File: config.mk
export PLATFORM = sky130hd
export DESIGN_NAME = pe_seq_ctrl
export DESIGN_NICKNAME = d
export VERILOG_FILES = /design/src/rtl/pe_seq_ctrl.sv
export SDC_FILE = /design/constraint.sdc
export NUM_CORES = 1
export LEC_CHECK = 0
export CORE_MARGIN = 2
export CORE_UTILIZATION = 25
export CTS_CLUSTER_DIAMETER = 100
export DETAILED_ROUTE_END_ITERATION = 10
export GPL_TIMING_DRIVEN = 0
export PLACE_DENSITY = 0.54
export SYNTH_ARGS = -nofsm -noshare
export SYNTH_HDL_FRONTEND = slang
export SYNTH_SLANG_ARGS = --single-unit
File: constraint.sdc
create_clock -name clk -period 2.73 [get_ports clk]
set_clock_uncertainty 0.1 [all_clocks]
set_input_delay 0.6825 -clock clk [delete_from_list [all_inputs] [get_ports clk]]
set_output_delay 0.6825 -clock clk [all_outputs]
set_load 0.02 [all_outputs]
File: src/rtl/pe_seq_ctrl.sv
// rtl/pe_seq_ctrl.sv - operand/control sequencer and result collector for one weight-stationary MAC PE
//
// Purpose:
//   Accepts dot-product jobs (STREAM, LOAD, REUSE) and an operand stream.
//   It drives the PE's act/wgt/store/reuse/addr/finish inputs and returns
//   each STREAM/REUSE job's dot product on a valid/ready result port. The PE
//   accumulator is never cleared between jobs. The controller therefore
//   reports the difference between the current PE output and the previously
//   captured one.
//
// Ports:
//   clk, rst                 clock, synchronous active-high reset (shared with PE)
//   job_valid/job_ready      job handshake; job_mode (0 STREAM, 1 LOAD, 2 REUSE,
//                            3 treated as STREAM), job_len (beats)
//   op_valid/op_ready        operand beat handshake; op_act, op_wgt
//   pe_act, pe_wgt, pe_store, pe_reuse, pe_addr, pe_finish
//                            registered drive to the PE
//   pe_out                   PE running-accumulator output
//   res_valid/res_ready      result handshake; res_data (registered)
//   perf_busy, perf_stall    only present when PE_SEQ_CTRL_PERF_EN is defined
//
// Optional feature macro: PE_SEQ_CTRL_PERF_EN (saturating busy/stall counters).

module pe_seq_ctrl #(
    parameter int IN_PRECISION  = 16,
    parameter int OUT_PRECISION = 32,
    parameter int REG_SIZE      = 4,
    parameter int LEN_W         = 8
) (
    input  logic                     clk,
    input  logic                     rst,
    input  logic                     job_valid,
    output logic                     job_ready,
    input  logic [1:0]               job_mode,
    input  logic [LEN_W-1:0]         job_len,
    input  logic                     op_valid,
    output logic                     op_ready,
    input  logic [IN_PRECISION-1:0]  op_act,
    input  logic [IN_PRECISION-1:0]  op_wgt,
    output logic [IN_PRECISION-1:0]  pe_act,
    output logic [IN_PRECISION-1:0]  pe_wgt,
    output logic                     pe_store,
    output logic                     pe_reuse,
    output logic [REG_SIZE-1:0]      pe_addr,
    output logic                     pe_finish,
    input  logic [OUT_PRECISION-1:0] pe_out,
    output logic                     res_valid,
    input  logic                     res_ready,
    output logic [OUT_PRECISION-1:0] res_data
`ifdef PE_SEQ_CTRL_PERF_EN
    ,
    output logic [31:0]              perf_busy,
    output logic [31:0]              perf_stall
`endif
);

    localparam logic [1:0] MODE_STREAM = 2'd0;
    localparam logic [1:0] MODE_LOAD   = 2'd1;
    localparam logic [1:0] MODE_REUSE  = 2'd2;

    // Weight slots are 1..REG_SIZE-1; slot 0 is the PE accumulator.
    localparam int                  IDX_MAX_I = REG_SIZE - 1;
    localparam logic [REG_SIZE-1:0] IDX_MAX   = IDX_MAX_I[REG_SIZE-1:0];
    localparam logic [REG_SIZE-1:0] IDX_ONE   = {{(REG_SIZE-1){1'b0}}, 1'b1};
    localparam logic [LEN_W-1:0]    LOAD_MAX  = IDX_MAX_I[LEN_W-1:0];
    localparam logic [LEN_W-1:0]    LEN_ONE   = {{(LEN_W-1){1'b0}}, 1'b1};

    typedef enum logic [2:0] {
        S_IDLE,
        S_RUN,
        S_DRAIN,
        S_FIN,
        S_WAIT,
        S_CAP,
        S_RES
    } state_t;

    state_t                   state;
    logic [1:0]               mode_r;
    logic [LEN_W-1:0]         cnt;
    logic [REG_SIZE-1:0]      idx;
    logic [OUT_PRECISION-1:0] base;

    assign job_ready = (state == S_IDLE);
    assign op_ready  = (state == S_RUN);

    always_ff @(posedge clk) begin
        if (rst) begin
            state     <= S_IDLE;
            mode_r    <= MODE_STREAM;
            cnt       <= '0;
            idx       <= IDX_ONE;
            base      <= '0;
            pe_act    <= '0;
            pe_wgt    <= '0;
            pe_store  <= 1'b0;
            pe_reuse  <= 1'b0;
            pe_addr   <= '0;
            pe_finish <= 1'b0;
            res_valid <= 1'b0;
            res_data  <= '0;
        end else begin
            // Operands default to zero so the PE adds nothing on idle or
            // bubble cycles; pe_addr deliberately keeps its last value.
            pe_act    <= '0;
            pe_wgt    <= '0;
            pe_store  <= 1'b0;
            pe_reuse  <= 1'b0;
            pe_finish <= 1'b0;

            case (state)
                S_IDLE: begin
                    if (job_valid) begin
                        mode_r <= (job_mode == 2'd3) ? MODE_STREAM : job_mode;
                        idx    <= IDX_ONE;
                        if (job_len == '0) begin
                            if (job_mode == MODE_LOAD) begin
                                state <= S_IDLE;
                            end else begin
                                // Empty dot product still needs one finish
                                // so that base tracks the PE output.
                                pe_finish <= 1'b1;
                                state     <= S_FIN;
                            end
                        end else begin
                            // LOAD can only fill the weight slots once.
                            cnt   <= (job_mode == MODE_LOAD && job_len > LOAD_MAX)
                                     ? LOAD_MAX : job_len;
                            state <= S_RUN;
                        end
                    end
                end

                S_RUN: begin
                    if (op_valid) begin
                        case (mode_r)
                            MODE_LOAD: begin
                                // Act stays zero so the PE's concurrent MAC
                                // does not disturb the accumulator.
                                pe_store <= 1'b1;
                                pe_addr  <= idx;
                                pe_wgt   <= op_wgt;
                            end
                            MODE_REUSE: begin
                                pe_reuse <= 1'b1;
                                pe_addr  <= idx;
                                pe_act   <= op_act;
                            end
                            default: begin
                                pe_act <= op_act;
                                pe_wgt <= op_wgt;
                            end
                        endcase
                        idx <= (idx == IDX_MAX) ? IDX_ONE : idx + IDX_ONE;
                        cnt <= cnt - LEN_ONE;
                        if (cnt == LEN_ONE) begin
                            state <= (mode_r == MODE_LOAD) ? S_IDLE : S_DRAIN;
                        end
                    end
                end

                // Last beat is on the PE inputs; its MAC lands at the next edge,
                // so finish is raised only after it.
                S_DRAIN: begin
                    pe_finish <= 1'b1;
                    state     <= S_FIN;
                end

                // pe_finish is high for exactly this cycle; the PE registers
                // its accumulator onto pe_out at the closing edge.
                S_FIN: begin
                    state <= S_WAIT;
                end

                // pe_out has just updated; give it a full cycle to travel from
                // the PE before it is captured.
                S_WAIT: begin
                    state <= S_CAP;
                end

                S_CAP: begin
                    res_data  <= pe_out - base;
                    base      <= pe_out;
                    res_valid <= 1'b1;
                    state     <= S_RES;
                end

                S_RES: begin
                    if (res_ready) begin
                        res_valid <= 1'b0;
                        state     <= S_IDLE;
                    end
                end

                default: begin
                    state <= S_IDLE;
                end
            endcase
        end
    end

`ifdef PE_SEQ_CTRL_PERF_EN
    always_ff @(posedge clk) begin
        if (rst) begin
            perf_busy  <= '0;
            perf_stall <= '0;
        end else begin
            if (state != S_IDLE && perf_busy != '1) begin
                perf_busy <= perf_busy + 32'd1;
            end
            if (((state == S_RUN && !op_valid) || (state == S_RES && !res_ready))
                && perf_stall != '1) begin
                perf_stall <= perf_stall + 32'd1;
            end
        end
    end
`endif

endmodule

==> results.md, run 1 <==
- I/O pin cnt: 153
- Gate Count Post-Synth: just under 800
- Worst VDD drop: 0.371 mV
- Util after Layout: 37.3%
- Syn Area/Cell: 8.00 µm²
- Die width: between 150 and 200 µm
- # fillers: 2604
- Clk sink count: 121
- Reg clk slew, reported paths: 0.06 ns
- Setup CP Type: primary input to register
- CP Max Fanout: 6
- GRT Util Overall: about 15%
- Multi-input logic area: 0.00390 mm²
- DRC viols: 0
- Critical Path RT: 2.98 ns
- Layout area overhead: 47.5%
- Die area: between 0.02 and 0.03 mm²
- Rows: 58
- HP Class: register to register
- PortBufs: 151
- Most frequent CP cell: nand2_1
- Worst Max-Slew Pin Slew: 0.737 ns
- Worst hold path stage count: 2
- Synth warn: 0
- Top cells by area, synth: dfxtp_1 38%, nand2_1 7.9%, ha_1 7.1%, a21oi_1 7.0%, and2_1 3.5%
- Commonest non-fill, non-tap cells in the layout: 136 x clkdlybuf4s50_1, 130 x nand2_1, 121 x dfxtp_1, 80 x a21oi_1, 46 x nor2_1
- Initial antenna violation count: 1
- Yosys cell types: 67
- First-pass GRT wire length: 31.4 mm
- Status: complete, no violations
- Max Root-Sink Buffers: 2
- Share of layout cells above drive strength 1: a little over an eighth
- Crit-path cells: clkdlybuf4s50_1 -> ha_1 -> nand2_1 -> o21ai_0 -> nand2_1 -> o211ai_1 -> a21oi_4 -> a211o_1 -> a211oi_2
- FF+latch area: roughly 0.0024 mm²
- P_leak: 0.00338 µW
- GP Congestion: 0.807
- Initial DRT Pass Iterations: 5
- Nets: ~1100
- Max incr delay on CP: 0.45 ns
- Flop and latch count out of synthesis: 121
- Main synth FF type: dfxtp_1
- Final setup fails: 0
- RSZ-0062 raised after global routing: yes
- CTS Buf Count: 17
- Vias per cell: about 4.7
- Syn_nets: 908
- Number of max-cap violations: 0
- Commonest non-fill, non-tap cell in the layout: clkdlybuf4s50_1
- Post-Route WL: approximately 20 mm
- Power Dens Cells: 547 mW/mm²
- Share of flip-flops with an asynchronous set or reset: 0%
- Critical Path End Type: register
- Final hold viol count: 0
- Crit-path slowest cell: clkdlybuf4s50_1
- Hold Buf Count CTS: 0
- CORE AREA: 0.0250 mm²
- Post-synth EDFFs: 0
- Leading area contributor after synthesis: dfxtp_1
- Largest net degree at the start of global routing: 17
- Tmin final: 2.69 ns
- CTS tree: done
- DIE HEIGHT: 163 µm
- Slew HR: approximately half
- R2R cell count: 9
- Arr. time, crit path: 2.93 ns
- Crit path launch type: primary input
- Vias in the first global route: approximately 6000
- Final-report max-slew violation count: 0
- Remaining antenna violation count after routing: 0
- CTS root buf: clkbuf_16
- Total global routing overflow: 0
- FMAX: 372 MHz
- H-tree depth: 4
- Clk_lat worst skew: 0.42 ns
- WL/cell: 15.1 µm
- Seq/Total Area, Yosys: between 30% and 40%
- DP HPWL: roughly 15 mm
- Initial Util: 25.3%
- Setup TNS: 0 ns
- Mapped cell area: 0.00633 mm²
- Share of the synthesized area in the top cell type: between 30% and 40%
- 1st-iter DRT viols: 268
- Vias: 6146
- Crit share post-route: 98.4%
path summary, 6_finish.rpt:
check	from	endpoint	slack (ns)
setup reg to reg	base[0]$_SDFFE_PP0P_	res_data[28]$_SDFFE_PP0P_	0.12
hold / removal	res_data[2]$_SDFFE_PP0P_	res_data[2]$_SDFFE_PP0P_	0.35
hold reg to reg	res_data[2]$_SDFFE_PP0P_	res_data[2]$_SDFFE_PP0P_	0.35
setup / recovery	pe_out[18]	res_data[31]$_SDFFE_PP0P_	0.04
where the power goes:
part           switching (µW)  leakage, µW  internal, µW
registers                45.4     0.000978          1830
logic                     565      0.00212           454
clock network            1000     0.000277          1210
registers in the layout, indices dropped and copies added, names as in the netlist:
name	cells
base	32
cnt	8
idx	4
mode_r	2
pe_act	16
pe_addr	4
pe_finish	1
pe_reuse	1
pe_store	1
pe_wgt	16
res_data	32
res_valid	1
state	3
cells in the mapped netlist, drive strengths merged (8+ instances only):
library cell    n
nor2           49
buf            15
nor3           20
ha             36
xor2           17
nand4          10
clkbuf         26
and2           37
o21ai          44
a211oi         10
a21oi          90
o211ai          8
dfxtp         121
inv            40
nand2b          8
a21o           17
nand2         133
nand3          23
layout make-up:
class | instances | area share (%)
buffer | 41 | 2.68
timing repair buffer | 164 | 17.4
sequential | 121 | 25.9
tap | 330 | 4.42
inverter | 41 | 1.71
antenna | 1 | 0.0268
multi-input combinational | 589 | 41.8
clock buffer | 17 | 4.55
clock inverter | 15 | 1.54
per-stage QoR:
stage          power, µW  area [µm²]  setup slack, ns  hold WS [ns]  cells
2_1_floorplan       2500        6370         0.000240         0.334    792
3_3_place_gp        2860        8300           -0.834         0.342   1273
3_5_place_dp        2860        8300           -0.855         0.347   1273
4_1_cts             5120        9080        0.0000617         0.356   1311
5_1_grt             5360        9340          -0.0147         0.367   1318
6_report            5110        9340           0.0446         0.352   1319
timing repair:
item	CTS	global route
gates resized for setup	39	59
pin swaps	12	29
endpoints found under the setup margin	18	16
cloned	0	0
setup buffers	6	7
cells by family (layout without fill, tap and decap cells):
kind of cell	after synthesis	count (layout)	synth area share, %
other	0	1	0
and+or+nand+nor	307	307	22.9
DFF	121	121	38.2
adders and majority gates	37	37	7.43
xor gates and xnor gates	24	24	3.32
buffers and inverters	82	278	5.93
AOI/OAI and AO/OA	216	216	21.4
muxes	5	5	0.790
metal layers:
metal	vias up	global-route usage, %	part of all wire [%]
li1	3112	-	-
met1	2843	18.9	46
met2	166	24.3	45
met3	25	4.82	7.1
met4	0	4.71	1.9
met5	-	0	0
worst max-delay path, delay by kind of cell:
family	cells	cell delay (ns)
AO/OA/AOI/OAI	5	1.11
adder cells (fa/ha/maj)	1	0.41
buffers and inverters	1	0.45
AND/OR/NAND/NOR	2	0.28
(Power assumes the default switching activity.)
==> inputs of run 2 (changes only) <==
--- a/config.mk
+++ b/config.mk
@@ -5,12 +5,12 @@
 export SDC_FILE = /design/constraint.sdc
 export NUM_CORES = 1
 export LEC_CHECK = 0
-export CORE_MARGIN = 2
+export CORE_MARGIN = 1.5
 export CORE_UTILIZATION = 25
 export CTS_CLUSTER_DIAMETER = 100
 export DETAILED_ROUTE_END_ITERATION = 10
 export GPL_TIMING_DRIVEN = 0
-export PLACE_DENSITY = 0.54
+export PLACE_DENSITY_LB_ADDON = 0.25
 export SYNTH_ARGS = -nofsm -noshare
 export SYNTH_HDL_FRONTEND = slang
 export SYNTH_SLANG_ARGS = --single-unit
==> constraint.sdc (replaced) <==
create_clock -name clk -period 2.5 [get_ports clk]
set_clock_uncertainty 0.1 [all_clocks]
set_input_delay 0.625 -clock clk [delete_from_list [all_inputs] [get_ports clk]]
set_output_delay 0.625 -clock clk [all_outputs]
set_load 0.02 [all_outputs]
==> run 2 against run 1 <==
Net effect:
- the flow now finishes with violations (setup timing)
- clock power rose by 12%
- non-clock buffer count rose by 21
- via count rose by 1.7%
- setup slack got worse by 0.052 ns
- sequential power rose by 9%
- worst hold slack got worse by 0.0018 ns
- wire length rose by 2.9%
- utilization rose by 1.5 points
==> results.md, run 2 (synthesis results as in run 1) <==
- Status: finished with violations
- Failing checks: setup timing
- Die area: 0.0263 mm² (-1.2%)
- Register share of total power: 35.9% (-0.8 points)
- Max Root-Sink Buffers: 2 (unchanged)
- Vias in the first global route: 6136 (+3.0%)
- Final-report max-slew violation count: 0 (unchanged)
- P_leak: 0.00350 µW (+3.6%)
- Setup CP Type: register to register
- CP Max Fanout: 2 (-4)
- Vias per cell: 4.67 (+0.13%)
- Remaining antenna violation count after routing: 0 (unchanged)
- Pwr Total: 5720 µW (+12%)
- Initial antenna violation count: 1 (unchanged)
- Commonest non-fill, non-tap cell in the layout: nand2_1
- Die width: 162 µm (-0.61%)
- Initial Util: 25.3% (unchanged)
- Worst VDD drop: 0.387 mV (+4.3%)
- Sw Share: 30.9% (-0.59 points)
- Multi-input logic area: 0.00411 mm² (+5.2%)
- Crit share post-route: 100%
- WL/cell: 15.3 µm (+1.3%)
- Clk_lat worst skew: 0.43 ns (about the same)
- Initial DRT Pass Iterations: 5 (unchanged)
- Vias: 6252 (+1.7%)
- DP HPWL: 14.6 mm (-1.2%)
- Power Dens Cells: 588 mW/mm² (+7.5%)
- Final worst setup slack: -0.00722 ns (-0.0518 ns)
- Rows: 58 (unchanged)
- CTS root buf: clkbuf_16
- Worst Max-Slew Pin Slew: 0.746 ns (+0.00905 ns)
- HP Class: register to register
- Tmin final: 2.51 ns
- CTS Buf Count: 17 (unchanged)
- Largest net degree at the start of global routing: 17 (unchanged)
- Worst slack, placed: -1.07 ns (-0.218 ns)
- Number of max-cap violations: 0 (unchanged)
- Clk sink count: 121 (unchanged)
- Final hold viol count: 0 (unchanged)
- Comb pwr share: 20.8% (+0.9 points)
- First-pass GRT wire length: 32.2 mm (+2.5%)
- Commonest non-fill, non-tap cells in the layout: 129 x nand2_1, 128 x clkdlybuf4s50_1, 116 x dfxtp_1, 80 x a21oi_1, 45 x nor2_1
- GRT Util Overall: 15.6% (+0.63 points)
- GP Congestion: 0.839 (+4.0%)
- FMAX: 399 MHz
- I/O pin cnt: 153 (unchanged)
- Critical Path End Type: register
- Slew HR: 50.3% (-0.42 points)
- Layout area overhead: 53.5%
- Post-Route WL: 20.5 mm (+2.9%)
- Util after Layout: 38.8% (+1.5 points)
- CORE AREA: 0.0250 mm² (unchanged)
- Hold Buf Count CTS: 0 (unchanged)
- CTS tree: done
- Top flop regs: base: 32 flops, res_data: 32 flops
- Share of layout cells above drive strength 1: 18.3% (+5.1 points)
- Final setup fails: 2 (+2)
- Psw: 1770 µW (+9.8%)
- Reg clk slew, reported paths: 0.06 ns (about the same)
- DIE HEIGHT: 162 µm (-0.61%)
- RSZ-0062 raised after global routing: yes
- Arr. time, crit path: 2.77 ns (-0.16 ns)
- PortBufs: 151 (unchanged)
- # fillers: 2596 (-0.31%)
- Clock Power Share: 43.4% (about the same)
- Int Power: 3950 µW (+13%)
- 1st-iter DRT viols: 285 (+6.3%)
- FF+latch area: 0.00243 mm² (+0.26%)
- Critical Path RT: 2.76 ns (-0.22 ns)
- Nets: 1112 (+1.9%)
- H-tree depth: 4 (unchanged)
- Crit path launch type: register
- Total global routing overflow: 0 (unchanged)
- DRC viols: 0 (unchanged)
run 2: cell type report:
class                      count  share of cell area [%]
antenna                        1                  0.0257
buffer                        40                    2.54
clock buffer                  17                    4.38
clock inverter                15                    1.58
inverter                      41                    1.72
multi-input combinational    589                    42.2
sequential                   121                    25.0
tap                          330                    4.25
timing repair buffer         186                    18.3
run 2: worst max-delay path, cell delays in order, from the launching register on:
cell	delay, ns
dfxtp_2	0.33
ha_4	0.16
fa_2	0.33
nand2b_4	0.17
a211oi_4	0.28
o2111ai_4	0.19
buf_6	0.17
a211oi_4	0.25
o21ai_2	0.12
a21oi_2	0.16
mux2i_1	0.18
run 2: timing repair:
action                                  in CTS  in global routing
hold endpoints to repair                     0                  0
cloned                                       0                  0
endpoints found under the setup margin      34                 38
resized for setup                          110                 61
pin swaps                                   32                 23
setup buffers                               30                  6
run 2: path summary, 6_finish.rpt:
check                                  from                   endpoint  slack [ns]  cells past startpoint
setup reg to reg       base[0]$_SDFFE_PP0P_  res_data[30]$_SDFFE_PP0P_      -0.007                     10
hold / removal    res_data[25]$_SDFFE_PP0P_  res_data[25]$_SDFFE_PP0P_        0.35                      2
setup / recovery       base[0]$_SDFFE_PP0P_  res_data[30]$_SDFFE_PP0P_      -0.007                     10
hold reg to reg   res_data[25]$_SDFFE_PP0P_  res_data[25]$_SDFFE_PP0P_        0.35                      2
run 2: power by group through the flow:
stage	combinational, µW	clock [µW]	sequential (µW)
6_report	1190	2480	2050
5_1_grt	1300	2610	2060
3_5_place_dp	1030	0	2090
4_1_cts	1130	2530	2050
2_1_floorplan	608	0	2120
3_3_place_gp	1030	0	2090
run 2: metal layers:
| metal | share of wire, % | track usage, % |
|---|---|---|
| met1 | 45 | 19.3 |
| met3 | 6.3 | 4.80 |
| met4 | 0.82 | 3.75 |
| met2 | 48 | 26.6 |
| met5 | 0 | 0 |
run 2: stage by stage:
stage / TNS [ns] / hold WS (ns) / cells / area [µm²]
finish: -0.0130 / 0.350 / 1340 / 9720
global route: -0.427 / 0.351 / 1339 / 9720
CTS: -0.0328 / 0.353 / 1334 / 9490
detailed placement: -26.44 / 0.345 / 1273 / 8310
global placement: -27.59 / 0.340 / 1273 / 8310
floorplan: -0.333 / 0.334 / 792 / 6380
==> inputs of run 3 (changes only) <==
--- a/config.mk
+++ b/config.mk
@@ -5,6 +5,7 @@
 export SDC_FILE = /design/constraint.sdc
 export NUM_CORES = 1
 export LEC_CHECK = 0
+export CAP_MARGIN = 20
 export CORE_MARGIN = 1.5
 export CORE_UTILIZATION = 25
 export CTS_CLUSTER_DIAMETER = 100
==> results of run 3 <==
Final layout, timing and power as in run 2 (identical DEF).
